### config.mk
export PLATFORM = sky130hd
export DESIGN_NAME = carbonio_timer_bank_flat
export DESIGN_NICKNAME = d
export VERILOG_FILES = /design/src/rtl/carbonio_timer_bank_if.sv /design/src/rtl/carbonio_timer_bank.sv /design/src/flat_wrapper.sv
export SDC_FILE = /design/constraint.sdc
export NUM_CORES = 1
export LEC_CHECK = 0
export CAP_MARGIN = 20
export CORE_AREA = 4 4 347 349
export CTS_CLUSTER_DIAMETER = 150
export CTS_CLUSTER_SIZE = 30
export DETAILED_ROUTE_END_ITERATION = 6
export DIE_AREA = 0 0 351 353
export DONT_BUFFER_PORTS = 1
export SYNTH_ARGS = -nofsm -noshare
export SYNTH_HDL_FRONTEND = slang
export SYNTH_SLANG_ARGS = --single-unit
### constraint.sdc
create_clock -name clk -period 2.48 [get_ports clk]
set_input_delay 0.496 -clock clk [delete_from_list [all_inputs] [get_ports clk]]
set_output_delay 0.496 -clock clk [all_outputs]
set_load 0.005 [all_outputs]
### src/rtl/carbonio_timer_bank_if.sv
// Register-side bundle for the CarbonIO timer bank: write strobes and data from the
// register decoder, stored/live values back to it, and the aggregated interrupt.
interface carbonio_timer_bank_if #(
  parameter int unsigned NUM_TIMERS = 4,
  parameter int unsigned CNT_W      = 32,
  parameter int unsigned TICK_W     = 64,
  parameter int unsigned PRESCALE_W = 8
);
  logic                                  enable;
  logic                                  prescale_we;
  logic [PRESCALE_W-1:0]                 prescale_wdata;
  logic [PRESCALE_W-1:0]                 prescale_q;
  logic [TICK_W-1:0]                     tick_counter;
  logic                                  snap_req;
  logic [TICK_W-1:0]                     tick_snapshot;
  logic [NUM_TIMERS-1:0]                 load_we;
  logic [NUM_TIMERS-1:0][CNT_W-1:0]      load_wdata;
  logic [NUM_TIMERS-1:0]                 cmp_we;
  logic [NUM_TIMERS-1:0][CNT_W-1:0]      cmp_wdata;
  logic [NUM_TIMERS-1:0]                 ctrl_we;
  logic [NUM_TIMERS-1:0][7:0]            ctrl_wdata;
  logic [NUM_TIMERS-1:0][1:0]            status_clr;
  logic [NUM_TIMERS-1:0][CNT_W-1:0]      load_q;
  logic [NUM_TIMERS-1:0][CNT_W-1:0]      cmp_q;
  logic [NUM_TIMERS-1:0][7:0]            ctrl_q;
  logic [NUM_TIMERS-1:0][CNT_W-1:0]      value_q;
  logic [NUM_TIMERS-1:0]                 expired_q;
  logic [NUM_TIMERS-1:0]                 match_q;
  logic [NUM_TIMERS-1:0]                 expired_pulse;
  logic                                  irq;

  modport master (
    output enable, prescale_we, prescale_wdata, snap_req,
           load_we, load_wdata, cmp_we, cmp_wdata, ctrl_we, ctrl_wdata, status_clr,
    input  prescale_q, tick_counter, tick_snapshot, load_q, cmp_q, ctrl_q,
           value_q, expired_q, match_q, expired_pulse, irq
  );

  modport slave (
    input  enable, prescale_we, prescale_wdata, snap_req,
           load_we, load_wdata, cmp_we, cmp_wdata, ctrl_we, ctrl_wdata, status_clr,
    output prescale_q, tick_counter, tick_snapshot, load_q, cmp_q, ctrl_q,
           value_q, expired_q, match_q, expired_pulse, irq
  );
endinterface

### src/rtl/carbonio_timer_bank.sv
// CarbonIO timer bank: shared prescaler, monotonic tick counter with snapshot latch,
// and NUM_TIMERS reloadable down-counters with expiry/match status and interrupt.
module carbonio_timer_bank #(
  parameter int unsigned NUM_TIMERS = 4,
  parameter int unsigned CNT_W      = 32,
  parameter int unsigned TICK_W     = 64,
  parameter int unsigned PRESCALE_W = 8
) (
  input  logic                  clk,
  input  logic                  rst_n,
  carbonio_timer_bank_if.slave  bus
);

  logic [PRESCALE_W-1:0] pre_cnt;
  logic [PRESCALE_W-1:0] prescale_r;
  logic [TICK_W-1:0]     tick_cnt_r;
  logic [TICK_W-1:0]     snapshot_r;
  logic                  tick;

  // A divisor write restarts the division window, so no tick may escape that cycle.
  assign tick = bus.enable & ~bus.prescale_we & (pre_cnt == prescale_r);

  always_ff @(posedge clk or negedge rst_n) begin
    if (!rst_n) begin
      pre_cnt    <= '0;
      prescale_r <= '0;
      tick_cnt_r <= '0;
      snapshot_r <= '0;
    end else begin
      if (bus.prescale_we) begin
        prescale_r <= bus.prescale_wdata;
        pre_cnt    <= '0;
      end else if (bus.enable) begin
        pre_cnt <= tick ? '0 : pre_cnt + PRESCALE_W'(1);
      end
      if (tick)
        tick_cnt_r <= tick_cnt_r + TICK_W'(1);
      if (bus.snap_req)
        snapshot_r <= tick_cnt_r;
    end
  end

  logic [NUM_TIMERS-1:0][CNT_W-1:0] load_r;
  logic [NUM_TIMERS-1:0][CNT_W-1:0] cmp_r;
  logic [NUM_TIMERS-1:0][CNT_W-1:0] value_r;
  logic [NUM_TIMERS-1:0]            run_r;
  logic [NUM_TIMERS-1:0]            auto_r;
  logic [NUM_TIMERS-1:0]            ie_exp_r;
  logic [NUM_TIMERS-1:0]            ie_match_r;
  logic [NUM_TIMERS-1:0]            expired_r;
  logic [NUM_TIMERS-1:0]            match_r;
  logic [NUM_TIMERS-1:0]            pulse_r;

  logic [NUM_TIMERS-1:0]            reload_now;
  logic [NUM_TIMERS-1:0]            step;
  logic [NUM_TIMERS-1:0]            at_zero;
  logic [NUM_TIMERS-1:0]            expire_set;
  logic [NUM_TIMERS-1:0]            match_set;
  logic [NUM_TIMERS-1:0][CNT_W-1:0] reload_val;
  logic [NUM_TIMERS-1:0][7:0]       ctrl_view;

  always_comb begin
    reload_now = '0;
    step       = '0;
    at_zero    = '0;
    expire_set = '0;
    match_set  = '0;
    reload_val = '0;
    ctrl_view  = '0;
    for (int unsigned i = 0; i < NUM_TIMERS; i++) begin
      reload_now[i] = bus.ctrl_we[i] & bus.ctrl_wdata[i][2];
      // Same-cycle load write is forwarded so reload_now picks up the new value.
      reload_val[i] = bus.load_we[i] ? bus.load_wdata[i] : load_r[i];
      at_zero[i]    = (value_r[i] == '0);
      step[i]       = tick & run_r[i] & ~reload_now[i];
      expire_set[i] = step[i] & at_zero[i];
      // Nonzero value equal to cmp implies cmp != 0, so a zero compare never matches.
      match_set[i]  = step[i] & ~at_zero[i] & (value_r[i] == cmp_r[i]);
      ctrl_view[i]  = {3'b000, ie_match_r[i], ie_exp_r[i], 1'b0, auto_r[i], run_r[i]};
    end
  end

  always_ff @(posedge clk or negedge rst_n) begin
    if (!rst_n) begin
      load_r     <= '0;
      cmp_r      <= '0;
      value_r    <= '0;
      run_r      <= '0;
      auto_r     <= '0;
      ie_exp_r   <= '0;
      ie_match_r <= '0;
      expired_r  <= '0;
      match_r    <= '0;
      pulse_r    <= '0;
    end else begin
      for (int unsigned i = 0; i < NUM_TIMERS; i++) begin
        if (bus.load_we[i])
          load_r[i] <= bus.load_wdata[i];
        if (bus.cmp_we[i])
          cmp_r[i] <= bus.cmp_wdata[i];

        if (reload_now[i])
          value_r[i] <= reload_val[i];
        else if (step[i])
          value_r[i] <= at_zero[i] ? (auto_r[i] ? load_r[i] : '0)
                                   : value_r[i] - CNT_W'(1);

        // A control write wins over the one-shot run clear in the same cycle.
        if (bus.ctrl_we[i]) begin
          run_r[i]      <= bus.ctrl_wdata[i][0];
          auto_r[i]     <= bus.ctrl_wdata[i][1];
          ie_exp_r[i]   <= bus.ctrl_wdata[i][3];
          ie_match_r[i] <= bus.ctrl_wdata[i][4];
        end else if (expire_set[i] && !auto_r[i]) begin
          run_r[i] <= 1'b0;
        end

        expired_r[i] <= expire_set[i] | (expired_r[i] & ~bus.status_clr[i][0]);
        match_r[i]   <= match_set[i]  | (match_r[i]   & ~bus.status_clr[i][1]);
        pulse_r[i]   <= expire_set[i];
      end
    end
  end

  assign bus.prescale_q    = prescale_r;
  assign bus.tick_counter  = tick_cnt_r;
  assign bus.tick_snapshot = snapshot_r;
  assign bus.load_q        = load_r;
  assign bus.cmp_q         = cmp_r;
  assign bus.ctrl_q        = ctrl_view;
  assign bus.value_q       = value_r;
  assign bus.expired_q     = expired_r;
  assign bus.match_q       = match_r;
  assign bus.expired_pulse = pulse_r;
  assign bus.irq           = |((expired_r & ie_exp_r) | (match_r & ie_match_r));

endmodule

### src/flat_wrapper.sv
// flat-port wrapper written by rule: the top's interface ports become plain ports
module carbonio_timer_bank_flat 
#(
  parameter int unsigned NUM_TIMERS = 4,
  parameter int unsigned CNT_W      = 32,
  parameter int unsigned TICK_W     = 64,
  parameter int unsigned PRESCALE_W = 8
)
  (clk, rst_n, bus_enable, bus_prescale_we, bus_prescale_wdata, bus_snap_req, bus_load_we, bus_load_wdata, bus_cmp_we, bus_cmp_wdata, bus_ctrl_we, bus_ctrl_wdata, bus_status_clr, bus_prescale_q, bus_tick_counter, bus_tick_snapshot, bus_load_q, bus_cmp_q, bus_ctrl_q, bus_value_q, bus_expired_q, bus_match_q, bus_expired_pulse, bus_irq);
  carbonio_timer_bank_if #(.NUM_TIMERS(NUM_TIMERS), .CNT_W(CNT_W), .TICK_W(TICK_W), .PRESCALE_W(PRESCALE_W)) bus_i ();
  input  logic clk;
  input  logic rst_n;
  input wire logic [$bits(bus_i.enable)-1:0] bus_enable;
  input wire logic [$bits(bus_i.prescale_we)-1:0] bus_prescale_we;
  input wire logic [$bits(bus_i.prescale_wdata)-1:0] bus_prescale_wdata;
  input wire logic [$bits(bus_i.snap_req)-1:0] bus_snap_req;
  input wire logic [$bits(bus_i.load_we)-1:0] bus_load_we;
  input wire logic [$bits(bus_i.load_wdata)-1:0] bus_load_wdata;
  input wire logic [$bits(bus_i.cmp_we)-1:0] bus_cmp_we;
  input wire logic [$bits(bus_i.cmp_wdata)-1:0] bus_cmp_wdata;
  input wire logic [$bits(bus_i.ctrl_we)-1:0] bus_ctrl_we;
  input wire logic [$bits(bus_i.ctrl_wdata)-1:0] bus_ctrl_wdata;
  input wire logic [$bits(bus_i.status_clr)-1:0] bus_status_clr;
  output wire logic [$bits(bus_i.prescale_q)-1:0] bus_prescale_q;
  output wire logic [$bits(bus_i.tick_counter)-1:0] bus_tick_counter;
  output wire logic [$bits(bus_i.tick_snapshot)-1:0] bus_tick_snapshot;
  output wire logic [$bits(bus_i.load_q)-1:0] bus_load_q;
  output wire logic [$bits(bus_i.cmp_q)-1:0] bus_cmp_q;
  output wire logic [$bits(bus_i.ctrl_q)-1:0] bus_ctrl_q;
  output wire logic [$bits(bus_i.value_q)-1:0] bus_value_q;
  output wire logic [$bits(bus_i.expired_q)-1:0] bus_expired_q;
  output wire logic [$bits(bus_i.match_q)-1:0] bus_match_q;
  output wire logic [$bits(bus_i.expired_pulse)-1:0] bus_expired_pulse;
  output wire logic [$bits(bus_i.irq)-1:0] bus_irq;
  assign bus_i.enable = bus_enable;
  assign bus_i.prescale_we = bus_prescale_we;
  assign bus_i.prescale_wdata = bus_prescale_wdata;
  assign bus_i.snap_req = bus_snap_req;
  assign bus_i.load_we = bus_load_we;
  assign bus_i.load_wdata = bus_load_wdata;
  assign bus_i.cmp_we = bus_cmp_we;
  assign bus_i.cmp_wdata = bus_cmp_wdata;
  assign bus_i.ctrl_we = bus_ctrl_we;
  assign bus_i.ctrl_wdata = bus_ctrl_wdata;
  assign bus_i.status_clr = bus_status_clr;
  assign bus_prescale_q = bus_i.prescale_q;
  assign bus_tick_counter = bus_i.tick_counter;
  assign bus_tick_snapshot = bus_i.tick_snapshot;
  assign bus_load_q = bus_i.load_q;
  assign bus_cmp_q = bus_i.cmp_q;
  assign bus_ctrl_q = bus_i.ctrl_q;
  assign bus_value_q = bus_i.value_q;
  assign bus_expired_q = bus_i.expired_q;
  assign bus_match_q = bus_i.match_q;
  assign bus_expired_pulse = bus_i.expired_pulse;
  assign bus_irq = bus_i.irq;
  carbonio_timer_bank #(.NUM_TIMERS(NUM_TIMERS), .CNT_W(CNT_W), .TICK_W(TICK_W), .PRESCALE_W(PRESCALE_W)) u_core (.clk(clk), .rst_n(rst_n), .bus(bus_i));
endmodule
**Word level (Yosys, flattened, before mapping)**

Index checks and enable logic that the tools add are counted.

- Register bits after elaboration: 556
- Input bits: 321
- Output and inout port bits: 565

- Equal/unequal tests: 5
- Reduce and logical (&&, ||, !) cells: 22
- Muxes and demuxes: 31
- Bitwise logic cells: 62
- $add $sub $neg: 6

Operators by type and width:

| cell | count |
|---|---|
| $mux 32 | 20 |
| $eq 32x32->1 | 4 |
| $logic_not 32->1 | 4 |
| $sub 32x1->32 const B | 4 |
| $add 64x1->64 const B | 1 |
| $and 1x1->1 | 34 |
| $mux 8 | 3 |
| $reduce_bool 2->1 | 9 |
| $not 1->1 | 17 |
| $add 8x1->8 const B | 1 |
| $and 4x4->4 | 2 |
| $eq 8x8->1 | 1 |
| $mux 1 | 8 |
| $or 1x1->1 | 8 |
| $logic_and 1x1->1 | 4 |
| $logic_not 1->1 | 4 |
| $or 4x4->4 | 1 |
| $reduce_or 4->1 | 1 |

**Depth between registers and ports, before layout**

Gate-level depths: netlist of run 1.

- Word-level depth: 9
- Gate-level depth with buffers: 11

**Worst setup path after synthesis of run 1**

No wires, ideal clock.

- Kind: register -> register
- From: reg u_core.value_r, in the netlist u_core.bus.value_q[96]
- To: reg u_core.value_r, in the netlist u_core.bus.value_q[105]
- Stages on the path, launching flop included: 12
- Clock period less this slack: 2.650 ns
- Setup time: 0.127 ns
- Arrival: 2.523 ns
- Path buffers: 3
- Data required time: 2.353 ns
- Setup slack: -0.170 ns
- Path through: dfrtp_1 clkbuf_1 inv_1 ha_1 or4b_2 nor3_1 and3_1 buf_2 buf_2 nor2_1 a311oi_1 o2bb2ai_1

- Word-level cells in the longest chain between the ends: 4
- Elaborated cells between the ends (all ways): 5

RTL lines:

| item | RTL line | text |
|---|---|---|
| start: declaration | carbonio_timer_bank.sv:45 | `logic [NUM_TIMERS-1:0][CNT_W-1:0] value_r;` |
| start signal: indexed assignment | carbonio_timer_bank.sv:103 | `value_r[i] <= reload_val[i];` |
| start signal: indexed assignment | carbonio_timer_bank.sv:105 | `value_r[i] <= at_zero[i] ? (auto_r[i] ? load_r[i] : '0)` |
| $sub 32x1->32 / $logic_not 32->1 (equally long branches) | carbonio_timer_bank.sv:106, carbonio_timer_bank.sv:74 |  |
| $mux 32 * | carbonio_timer_bank.sv:105 |  |
| $mux 32 * | carbonio_timer_bank.sv:104 | `else if (step[i])` |
| $mux 32 * | carbonio_timer_bank.sv:102 | `if (reload_now[i])` |

Mark *: on every way between the ends. The rest lies on a longest branch, timed or not. The select of a mux whose other input is x is not followed.
A chain may end at the register's enable or synchronous reset.

**Worst setup path after layout of run 1**

- From: reg u_core.ie_exp_r[3]
- To: out bus_irq

- Word-level cells in the longest chain between the ends: 3

RTL lines:

| item | RTL line | text |
|---|---|---|
| start: declaration | carbonio_timer_bank.sv:48 | `logic [NUM_TIMERS-1:0] ie_exp_r;` |
| start signal: indexed assignment | carbonio_timer_bank.sv:112 | `ie_exp_r[i] <= bus.ctrl_wdata[i][3];` |
| $and 4x4->4 | carbonio_timer_bank.sv:135 | `assign bus.irq = \|((expired_r & ie_exp_r) \| (match_r & ie_match_r));` |
| $or 4x4->4 | carbonio_timer_bank.sv:135 |  |
| $reduce_or 4->1 | carbonio_timer_bank.sv:135 |  |
| end: declaration | flat_wrapper.sv:34 | `output wire logic [$bits(bus_i.irq)-1:0] bus_irq;` |

Every way passes these cells.

==> metrics.txt, run 1 <==
Post-Syn Area 28100 um2; Crit. End Element primary output; CTS tree done; failing checks hold timing, slew limit, setup timing; flops & latches, synth 556; WL per Instance 26.5 um; total of max-cap violations 0; P_leak 0.0154 uW; initial antenna violation count 18; Worst Path Buf+Inv 2; Initial Util 23.9%; setup_tns -0.149 ns; TritonCTS sink count 556; Core Region 117000 um2; Tmin final 2.61 ns; vias in the first global route 24500; Hold Fails Final Rpt 556; Internal Power 14300 uW; cell row count 126; ys async rst share 100%; sequential area share after synthesis 49.5%; grt total ovfl 0; # port buffers 0; Max Freq 383 MHz; total number of H-tree levels 1; CP Class reg -> out; clock insertion delay at the later pin of the skew report 0.64 ns; Nets 3589; Via density 5.09; Tcrit/Tclk final 105%; Min-Delay Path Class in -> async; power share of the clock group 23.2%; CP top delay family flip-flops; ys flop type dfrtp_1; Crit path largest cell delay 0.50 ns; Final Hold Slack -0.435 ns; DRT iter0 DRCs 2160; global-route wire length before repair 180000 um; slowest cell on the critical path dfrtp_2; Mapped Cells 2608; unrepaired setup endpoints after global routing yes; Net Switching 7100 uW; CP Cell Sequence a22oi_2, buf_6, nand4_1, buf_4; Routed WL 128000 um; Warnings, synthesis 0; Slew headroom -11.7%; max-slew violations 105; die area 124000 um2; Worst-path clk slew 0.11 ns; routed vias 24500; Mean Syn Cell Area 10.8 um2; CTS max path bufs 3; Sw Ratio 33.2%; post-DP HPWL 94700 um; Critical Path AT 2.11 ns; # setup viols final 2; PnR worst setup slack -0.128 ns; Seq pwr share 51.1%; post-layout util 32.2%; Antenna Nets Post-Route 0; combinational fraction of design power 25.7%; synthesis-to-finish area growth 34.5%; clk_skew 0.0284 ns; total CTS buffers 23; TritonRoute pass-1 iters 5; Die X 351 um; filler cell count 11800; DRC violations left 0; peak supply drop 0.000605 V; I/O Pins 886; share of layout cells above drive strength 1 25.6%; CTS root buffer clkbuf_16; Worst Tran Pin Value 1.68 ns; Crit path required time 1.98 ns; status finished with violations; pre-CTS setup slack -0.224 ns; worst-path fanout max 3; synth unique cells 74; largest net degree at the start of global routing 557; CP startpoint kind flip-flop; routability-driven placement congestion ratio 0.923; number of flops mapped to enable cells by yosys 0; power per cell area 567 nW/um2; All-Layer GR Usage 19.4%; DIE HEIGHT 353 um
stage by stage:
step / cell area [um2] / total power (uW) / cells
after floorplan: 28200 / 13400 / 2623
after global placement: 32100 / 15500 / 4321
after detailed placement: 32100 / 15600 / 4321
after CTS: 37100 / 21300 / 4778
after global routing: 37800 / 22200 / 4803
final: 37800 / 21400 / 4815
power groups by stage:
stage                     sequential, uW  combinational [uW]  clock [uW]
after global routing               11000                5830        5380
after CTS                          10900                5290        5120
final                              10900                5500        4980
after floorplan                    10800                2560           0
after detailed placement           11100                4490           0
after global placement             11100                4440           0
cell usage after synthesis, types with 12 or more instances:
cell type    n  area share (%)
buf_4       17            0.45
clkbuf_1   114             1.5
buf_2       16            0.29
and3_1      41            0.91
buf_1       22            0.29
xnor2_1    228             7.1
a31oi_1     38            0.85
nor3_1      86             1.5
a22oi_1     28            0.75
dfrtp_1    556              50
o31ai_1     18            0.48
nor4_1      52             1.2
or3_1       15            0.33
o21ai_0    128             2.3
a21oi_1     76             1.4
mux2_2     340              14
nand2_1    179             2.4
nor2_1     135             1.8
a221o_1     14            0.50
or4_1       19            0.51
nand4_1     74             1.6
inv_1       60            0.80
xor2_1      62             1.9
nand3_1     84             1.5
a311oi_1    12            0.37
worst paths after layout:
path / start / to / slack [ns] / cells past startpoint
worst min-delay path: rst_n / u_core.bus.tick_snapshot[9]$_DFFE_PN0P_ / -0.43 / 0
min in group clk: bus_load_wdata[103] / u_core.bus.load_q[103]$_DFF_PN0_ / 0.03 / 1
worst min register to register: u_core.bus.tick_snapshot[29]$_DFFE_PN0P_ / u_core.bus.tick_snapshot[29]$_DFFE_PN0P_ / 0.55 / 1
worst max-delay path: u_core.ie_exp_r[3]$_DFFE_PN0P_ / bus_irq / -0.13 / 4
worst max register to register: u_core.bus.value_q[14]$_DFFE_PN0P_ / u_core.bus.value_q[21]$_DFFE_PN0P_ / -0.02 / 6
max in group asynchronous: rst_n / u_core.bus.cmp_q[64]$_DFFE_PN0P_ / 1.58 / 0
cell usage in the layout, fill, tap and decap left out, types with 79 or more instances in the layout:
master	n
dfrtp_1	550
nand2_1	178
buf_4	330
dlygate4sd3_1	424
o21ai_0	123
xnor2_1	223
mux2_2	340
nor2_1	131
nor3_1	80
nand3_1	79
layer usage:
layer | track usage (%) | share of wire (%) | vias to the layer above
met3 | 5.12 | 9.4 | 273
met5 | 0 | 0.027 | -
li1 | - | - | 10700
met1 | 24.7 | 40 | 12300
met4 | 8.38 | 5.1 | 6
met2 | 31.0 | 46 | 1295
kinds of logic (layout without fill, tap and decap cells):
| logic type | after synthesis | in the layout | share of synthesized area [%] |
|---|---|---|---|
| muxes | 350 | 350 | 14.0 |
| and+or+nand+nor | 760 | 760 | 14.3 |
| buffers and inverters | 233 | 872 | 3.52 |
| xor gates and xnor gates | 290 | 290 | 9.04 |
| DFF | 556 | 556 | 49.5 |
| adders and majority gates | 10 | 10 | 0.445 |
| other | 1 | 33 | 0.0134 |
| AOI/OAI and AO/OA | 408 | 408 | 9.20 |
flip-flops by register name, summed over array words and instances, names as in the netlist:
register                  count
u_core.bus.cmp_q            128
u_core.bus.tick_counter      64
u_core.auto_r                 4
u_core.bus.match_q            4
u_core.bus.tick_snapshot     64
u_core.bus.expired_pulse      4
u_core.bus.load_q           128
u_core.ie_exp_r               4
u_core.bus.expired_q          4
u_core.run_r                  4
u_core.pre_cnt                8
u_core.bus.value_q          128
u_core.bus.prescale_q         8
u_core.ie_match_r             4
layout make-up:
type                    count  area, um2  share of cell area [%]
flip-flops and latches    556      13900                    36.8
multi-input cells        1834      13800                    36.6
repair buffers            783       7200                    19.1
well taps                1536       1920                    5.09
clock buffers              24        589                    1.56
inverters                  60        225                   0.596
clock inverters             5       51.3                   0.136
diodes                     17       42.5                   0.113
what timing repair did:
item | 4_1_cts | 5_1_grt
pin swaps | 6 | 17
hold buffers | 424 | 1
setup buffers | 3 | 18
hold endpoints to repair | 876 | 557
endpoints found under the setup margin | 71 | 142
gates cloned | 1 | 1
gates resized for setup | 19 | 90
Power figures use the tool's default switching activity.
==> inputs of run 2 (changes only) <==
--- a/config.mk
+++ b/config.mk
@@ -12,6 +12,7 @@
 export DETAILED_ROUTE_END_ITERATION = 6
 export DIE_AREA = 0 0 351 353
 export DONT_BUFFER_PORTS = 1
+export SKIP_LAST_GASP = 1
 export SYNTH_ARGS = -nofsm -noshare
 export SYNTH_HDL_FRONTEND = slang
 export SYNTH_SLANG_ARGS = --single-unit
==> metrics.txt, run 2 (synthesis results as in run 1) <==
WL per Instance 26.5 um; Min-Delay Path Class in -> async; synthesis-to-finish area growth 34.6%; GR Layer Usage met3 5.12%; clk_skew 0.0277 ns; Reg2Reg Depth 6; Via density 5.09; largest net degree at the start of global routing 557; All-Layer GR Usage 19.4%; Core Region 117000 um2; met2 usage 31.0%; share of layout cells above drive strength 1 25.7%; Nets 3594; global-route wire length before repair 180000 um; pre-CTS setup slack -0.224 ns; setup_tns -0.126 ns; DIE HEIGHT 353 um; post-layout util 32.2%; clock insertion delay at the later pin of the skew report 0.64 ns; CTS root buffer clkbuf_16; Final Hold Slack -0.434 ns; most frequent cells in the layout 550 x dfrtp_1, 424 x dlygate4sd3_1, 340 x mux2_2; CTS tree done; max-slew violations 91; Tmin final 2.58 ns; Critical Path AT 2.09 ns; busiest metal layer after global routing met2; failing checks hold timing, slew limit, setup timing; total of max-cap violations 0; CP Class reg -> out; total number of H-tree levels 1; Routed WL 128000 um; Crit. End Element primary output; most common cell after layout, fill and taps aside dfrtp_1; cell row count 126; die area 124000 um2; TritonRoute pass-1 iters 6; routability-driven placement congestion ratio 0.923; Hold Fails Final Rpt 556; vias in the first global route 24500; CP startpoint kind flip-flop; Post-DP Area 32100 um2; P_leak 0.0154 uW; Slew headroom -10.1%; status finished with violations; CTS max path bufs 3; # setup viols final 2; post-DP HPWL 94700 um; DRC violations left 0; PnR worst setup slack -0.104 ns; I/O Pins 886; grt total ovfl 0; peak supply drop 0.000601 V; Initial Util 23.9%; TritonCTS sink count 556; power per cell area 566 nW/um2; Tcrit/Tclk final 104%; Max Freq 387 MHz; total CTS buffers 23; unrepaired setup endpoints after global routing yes; Worst-path clk slew 0.11 ns; Die X 351 um; # port buffers 0; DRT iter0 DRCs 2255; initial antenna violation count 18; Final Instance Area 37800 um2; Worst Tran Pin Value 1.65 ns; Crit path required time 1.98 ns; filler cell count 11800; routed vias 24500; met1 Usage GRT 24.6%; worst-path fanout max 3; Antenna Nets Post-Route 0
==> run 2: cell types whose count changed in the layout (fill, tap and decap cells not counted), sizes merged <==
| cell | change |
|---|---|
| clkbuf | +1 |
| buf | +4 |
| diode | -2 |
==> run 2: final cells by class <==
cell class              instances  area [um2]  share of cell area, %
inverters                      60         225                  0.596
well taps                    1536        1920                   5.08
diodes                         15        37.5                 0.0993
flip-flops and latches        556       13900                   36.8
multi-input cells            1834       13800                   36.5
repair buffers                788        7250                   19.2
clock buffers                  24         589                   1.56
clock inverters                 5        51.3                  0.136
==> run 2: stage by stage <==
| step | total power (uW) | instances |
|---|---|---|
| after CTS | 21300 | 4778 |
| after global placement | 15500 | 4321 |
| final | 21400 | 4818 |
| after floorplan | 13400 | 2623 |
| after global routing | 22200 | 4808 |
| after detailed placement | 15600 | 4321 |
==> run 2: critical path, stage by stage, from the launching register on <==
cell and delay [ns]:
dfrtp_2 0.50, a22oi_2 0.34, buf_6 0.22, nand4_1 0.17, buf_4 0.21
==> run 2: report_power, final <==
group | switching (uW) | internal (uW) | total (uW) | leakage [uW]
combinational | 2790 | 2710 | 5500 | 0.00828
clock | 3210 | 1760 | 4970 | 0.000318
sequential | 1090 | 9840 | 10900 | 0.00679
total | 7090 | 14300 | 21400 | 0.0154
==> run 2: path summary, 6_finish.rpt <==
kind                                                          start                                       end  slack, ns
min                                                           rst_n   u_core.bus.tick_snapshot[9]$_DFFE_PN0P_      -0.43
max                                  u_core.ie_exp_r[3]$_DFFE_PN0P_                                   bus_irq      -0.10
max reg2reg                      u_core.bus.value_q[14]$_DFFE_PN0P_        u_core.bus.value_q[21]$_DFFE_PN0P_      -0.02
min reg2reg                u_core.bus.tick_snapshot[47]$_DFFE_PN0P_  u_core.bus.tick_snapshot[47]$_DFFE_PN0P_       0.55
max in group asynchronous                                     rst_n          u_core.bus.cmp_q[91]$_DFFE_PN0P_       1.60
min in group clk                                bus_load_wdata[105]          u_core.bus.load_q[105]$_DFF_PN0_       0.03
==> run 2: what timing repair did <==
item,CTS,global route
pin swaps,5,19
buffers inserted,3,22
setup endpoints to repair,71,142
hold buffers,424,1
gates cloned,1,2
endpoints found under the hold margin,876,557
gates resized for setup,19,90
==> run 2: metal layers <==
metal / up-vias / wire, um
met4: 6 / 6620
li1: 10700 / -
met5: - / 34
met2: 1290 / 58000
met3: 271 / 11800
met1: 12200 / 51100
